File: config.mk
export PLATFORM = sky130hd
export DESIGN_NAME = fetch_stage
export DESIGN_NICKNAME = d
export VERILOG_FILES = /design/src/rtl/fetch_stage.sv
export SDC_FILE = /design/constraint.sdc
export NUM_CORES = 1
export LEC_CHECK = 0
export CAP_MARGIN = 5
export CORE_AREA = 3 3 130 132
export CTS_BUF_LIST = sky130_fd_sc_hd__clkbuf_16
export DETAILED_ROUTE_END_ITERATION = 8
export DIE_AREA = 0 0 133 135
export DONT_BUFFER_PORTS = 1
export PLACE_DENSITY = 0.47
export SYNTH_ARGS = -nofsm -noshare
export SYNTH_HDL_FRONTEND = slang
export SYNTH_SLANG_ARGS = --single-unit
File: constraint.sdc
create_clock -name clk -period 2.2 [get_ports clk]
set_input_delay 0.44 -clock clk [delete_from_list [all_inputs] [get_ports clk]]
set_output_delay 0.44 -clock clk [all_outputs]
set_load 0.005 [all_outputs]
File: src/rtl/fetch_stage.sv
// fetch_stage: MIPS IF stage owning the PC and the IF/ID register, with stall, redirect and bubble insertion.
module fetch_stage #(
  parameter int unsigned WIDTH = 32,
  parameter logic [WIDTH-1:0] RESET_PC = '0,
  parameter logic [WIDTH-1:0] NOP = '0
) (
  input  logic             clk,
  input  logic             rst,
  input  logic             stall,
  input  logic             branch_taken,
  input  logic [WIDTH-1:0] branch_target,
  input  logic             jump,
  input  logic [WIDTH-1:0] jump_target,
  input  logic [WIDTH-1:0] instr_in,
  output logic [WIDTH-1:0] pc,
  output logic [WIDTH-1:0] if_id_instr,
  output logic [WIDTH-1:0] if_id_pc_plus4,
  output logic             if_id_valid
);
  logic [WIDTH-1:0] pc_q, pc_d, instr_q, instr_d, pp4_q, pp4_d, pc_plus4, target;
  logic valid_q, valid_d, redirect;
  always_comb begin
    pc_plus4 = pc_q + WIDTH'(4);
    redirect = jump | branch_taken;
    target   = (jump ? jump_target : branch_target) & ~WIDTH'(3);
    pc_d     = stall ? pc_q : redirect ? target : pc_plus4;
    instr_d  = stall ? instr_q : redirect ? NOP : instr_in;
    pp4_d    = stall ? pp4_q : redirect ? '0 : pc_plus4;
    valid_d  = stall ? valid_q : !redirect;
  end
  always_ff @(posedge clk) begin
    if (rst) begin
      pc_q    <= RESET_PC;
      instr_q <= NOP;
      pp4_q   <= '0;
      valid_q <= 1'b0;
    end else begin
      pc_q    <= pc_d;
      instr_q <= instr_d;
      pp4_q   <= pp4_d;
      valid_q <= valid_d;
    end
  end
  assign pc             = pc_q;
  assign if_id_instr    = instr_q;
  assign if_id_pc_plus4 = pp4_q;
  assign if_id_valid    = valid_q;
endmodule

Word level (Yosys, flattened, before mapping)
Cells that the tools add are included.

Register bits: 97. Input bits: 101. Output and inout port bits: 97. Logic and storage cells: 11.

Add/sub/neg operators: 1. Mux-type cells: 4. Bitwise operators: 1. Reduce and logical (&&, ||, !) cells: 1.

Operators with widths (number): 32-bit two-way mux (4); 32-bit by 3-bit adder with 32-bit output, second input constant (1); 1-bit logical NOT (1); 1-bit bitwise OR (1).

Depth between registers and ports, before layout
Gate-level depths: netlist of run 1.

Depth in word-level cells: 2. Mapped depth: 8. Depth with buffers taken out: 6.

Worst setup path before layout of run 1
OpenSTA, ideal clock, no wires.

Path kind: reg-to-reg. From: register pc_q[2], in the netlist pc[2]. To: register pc_q[14], in the netlist pc[14]. Setup time: 120 ps. Data arrival time: 1735 ps. Data required time: 2080 ps. Path slack: 345 ps. Stages on the path, launching flop included: 7. Buffers on the path: 0. Period minus slack after synthesis: 1855 ps. Cell sequence: dfxtp_1 ha_1 nand3_2 nor3_1 and3_1 nor4b_1 a211o_1.

Cells in the longest elaborated chain, start to end: 2.

Ends and longest elaborated chain: from (decl) (line 20) `logic [WIDTH-1:0] pc_q, pc_d, instr_q, instr_d, pp4_q, pp4_d, pc_plus4, target;`; from (signal assigned) (line 38) `pc_q <= pc_d;`; 32-bit by 3-bit adder with 32-bit output (line 23) `pc_plus4 = pc_q + WIDTH'(4);`; 32-bit two-way mux (line 26) `pc_d = stall ? pc_q : redirect ? target : pc_plus4;`.

No other way between the ends. A chain may end at the register's enable or synchronous reset.

Worst setup path in the final report of run 1
From: register pc_q[5], in the netlist pc[5]. To: register pc_q[17], in the netlist pc[17].

Same word-level chain as after synthesis.

==> flow_metrics.tcl, run 1 <==
set metrics [dict create \
    synthMuxAreaShare_pct 0.6363 \
    yosys.area_share.simple_pct 24.84 \
    gp_congestion 0.7539 \
    clock_sinks 93 \
    grt_pass1_wl_um 22430 \
    slew_headroom_pct 59.55 \
    cp.arrival_ps 2230 \
    min_period_ps 2013 \
    die_w_um 133 \
    critical_path.max_stage_delay_ps 620 \
    clk_pin_slew_ps 70 \
    synth_top_family_by_area "simple AND/OR/NAND/NOR gates" \
    r2r-end "pc[17]" \
    reg2reg_depth 5 \
    holdPathEnd "if_id_instr[19]" \
    vias 4244 \
    critical_path.endpoint_type "flop" \
    place_area_sq_um 4876 \
    grt.overflow.total 0 \
    final_cell_area_sq_um 5134 \
    start_kind "flop" \
    dieArea_sq_um 17960 \
    hold_path_depth 1 \
    hold_buffers 0 \
    layout_setup_ws_ps 187.1 \
    portBuffers 0 \
    pre_cts_ws_ps 181.0 \
    area_growth_pct 8.775 \
    synth_commonest_cells "nor2_1, dfxtp_1, nand2_1" \
    drt-wirelength-per-cell_um 18.13 \
    cp_max_fo 8 \
    synth_seq_area_share_pct 39.45 \
    worstPathCellList "nand4_4, nor4_4, nand3_1, nand4b_1, o311ai_1" \
    setup_tns_ps 0 \
    ys_ff_latch 93 \
    layout-drive-gt1-share_pct 9.091 \
    outcome "finished, final reports clean" \
    slew_viol_final 0 \
    grt_pass1_vias 3934 \
    startpoint "pc[5]" \
    hold_violations 0 \
    powerDensity_nw_per_um2 688.1 \
    yosysWarnings 0 \
    drc_errors 0 \
    cts_buffers 9 \
    holdWs_ps 172.4 \
    power_leakage_nw 1.839 \
    worst_pin_slew_ps 602.3 \
    routed_via_density 5.240 \
    fin_nets 691 \
    grt_start_max_net_pins 133 \
    clkLatencyLatePin_ps 350 \
    synth.most_common_cell "nor2_1" \
    synth_area_leaders "dfxtp_1, nor2_1, a21oi_1" \
    ff2ff_setup_slack_ps 190 \
    start_util_pct 29.82 \
    drv_cap 0 \
    rsz0062_at_grt "false" \
    drtPass1Iterations 5 \
    setup_viol 0 \
    yosysTopAreaCellShare_pct 39.45 \
    hpwlAfterDp_um 10020 \
    synthArstFlopShare_pct 0 \
    synth-xor-area-share_pct 5.011 \
    ir_drop_v 0.0003128 \
    synth_compound_area_share_pct 22.40 \
    track_usage_pct 15.93 \
    max_freq_mhz 496.8 \
    cts_tree "built" \
    cts_max_path_buffers 2 \
    clockRootBuffer "clkbuf_16" \
    antenna_found_initial 0 \
    critical_path_class "reg -> reg" \
    post_cts_buffers 0 \
    ys_types 58 \
    synth_edf_count 0 \
    hp-start "rst" \
    htreeDepth 3 \
    first_iter_violations 216 \
    syn_inst 606 \
    drtAntennaViolNets 0 \
    cpMaxStageDelayCell "nor4_4" \
    synth_top_area_cell "dfxtp_1" \
    io_pins 198 \
    antenna_cells 0 \
    syn_avg_cell_area_sq_um 7.788 \
    ctsResizeCount 0 \
    finClkSkew_ps 8.222 \
    crit_required_ps 2420 \
    synth-main-ff-cell "dfxtp_1" \
    syn_area_sq_um 4720 \
    dp_cells 794 \
    rows 46 \
    fin_cells 810 \
    hold_class "in -> reg" \
    period_share_pct 91.50 \
    r2r-start "pc[5]" \
    wl_um 14690 \
    die_h_um 135 \
    synthAdderAreaFrac_pct 0.2651 \
    coreArea_sq_um 15830 \
]
[cell usage in the layout (no fill, tap or decap), types with 4 or more instances in the layout]
cell type	instances
o21ai_1	5
a22oi_1	22
xnor2_1	13
a21o_1	6
nor2_1	94
o22a_1	7
conb_1	4
nand3_1	19
dfxtp_1	93
or2_2	5
xor2_1	14
clkbuf_16	9
clkinv_1	4
inv_1	12
nor3_1	9
buf_4	22
o21ai_0	28
o311ai_1	8
and3_1	4
nand4_1	8
a21oi_1	68
nand2_1	78
[power by group]
part	switching [mW]	leakage (nW)	internal (mW)	total (mW)
Clock	0.663	0.125	0.747	1.41
Sequential	0.0805	0.757	1.74	1.82
Combinational	0.161	0.956	0.138	0.299
Total	0.904	1.84	2.63	3.53
[worst max-delay path by stage]
| stage | to |
|---|---|
| 2_1_floorplan | pc[14] |
| 3_3_place_gp | if_id_pc_plus4[30] |
| 3_5_place_dp | pc[18] |
| 4_1_cts | pc[18] |
| 5_1_grt | pc[17] |
| 6_report | pc[17] |
[critical path, delay by kind of cell (launching register included)]
| family | cells | cell delay (ps) |
|---|---|---|
| DFF | 1 | 570 |
| and+or+nand+nor | 4 | 1220 |
| AOI/OAI and AO/OA | 1 | 100 |
[metal layers]
| layer | wire length [um] | GRT usage [%] | up-vias |
|---|---|---|---|
| met1 | 6103 | 19.27 | 1970 |
| met4 | 205 | 5.312 | 0 |
| met2 | 6807 | 25.45 | 179 |
| met3 | 1572 | 6.930 | 17 |
| li1 | - | - | 2078 |
| met5 | 0 | 0 | - |
[registers in the layout, summed over array words and instances, names as in the netlist]
signal / count
if_id_instr: 32
if_id_pc_plus4: 30
if_id_valid: 1
pc: 30
[layout make-up]
| type | count | area (sq um) |
|---|---|---|
| fillers | 1680 | 10690 |
| multi-input cells | 451 | 2534 |
| flip-flops and latches | 93 | 1862 |
| well taps | 216 | 270.3 |
| clock buffers | 9 | 225.2 |
| repair buffers | 22 | 165.2 |
| inverters | 12 | 45.04 |
| clock inverters | 7 | 32.53 |
[cells by family after synthesis]
kind of cell               count (synthesis)
and+or+nand+nor                          247
AOI/OAI and AO/OA                        169
DFF                                       93
buffers and inverters                     65
xor gates and xnor gates                  27
muxes                                      3
adders and majority gates                  1
other                                      1
[per-stage QoR]
stage                     util (%)  total power, mW
final                        32.43            3.532
after global routing         32.43            3.693
after CTS                    32.43            3.590
after detailed placement     30.81            2.164
after global placement       30.81            2.154
after floorplan                  -            2.143
Note: power is estimated with default switching activity, not from simulation.
==> run 2: changes to the inputs <==
--- a/config.mk
+++ b/config.mk
@@ -12,6 +12,7 @@
 export DIE_AREA = 0 0 133 135
 export DONT_BUFFER_PORTS = 1
 export PLACE_DENSITY = 0.47
+export SLEW_MARGIN = 0
 export SYNTH_ARGS = -nofsm -noshare
 export SYNTH_HDL_FRONTEND = slang
 export SYNTH_SLANG_ARGS = --single-unit
==> results of run 2 <==
The final DEF is identical to that of run 1; final timing and power are the same.
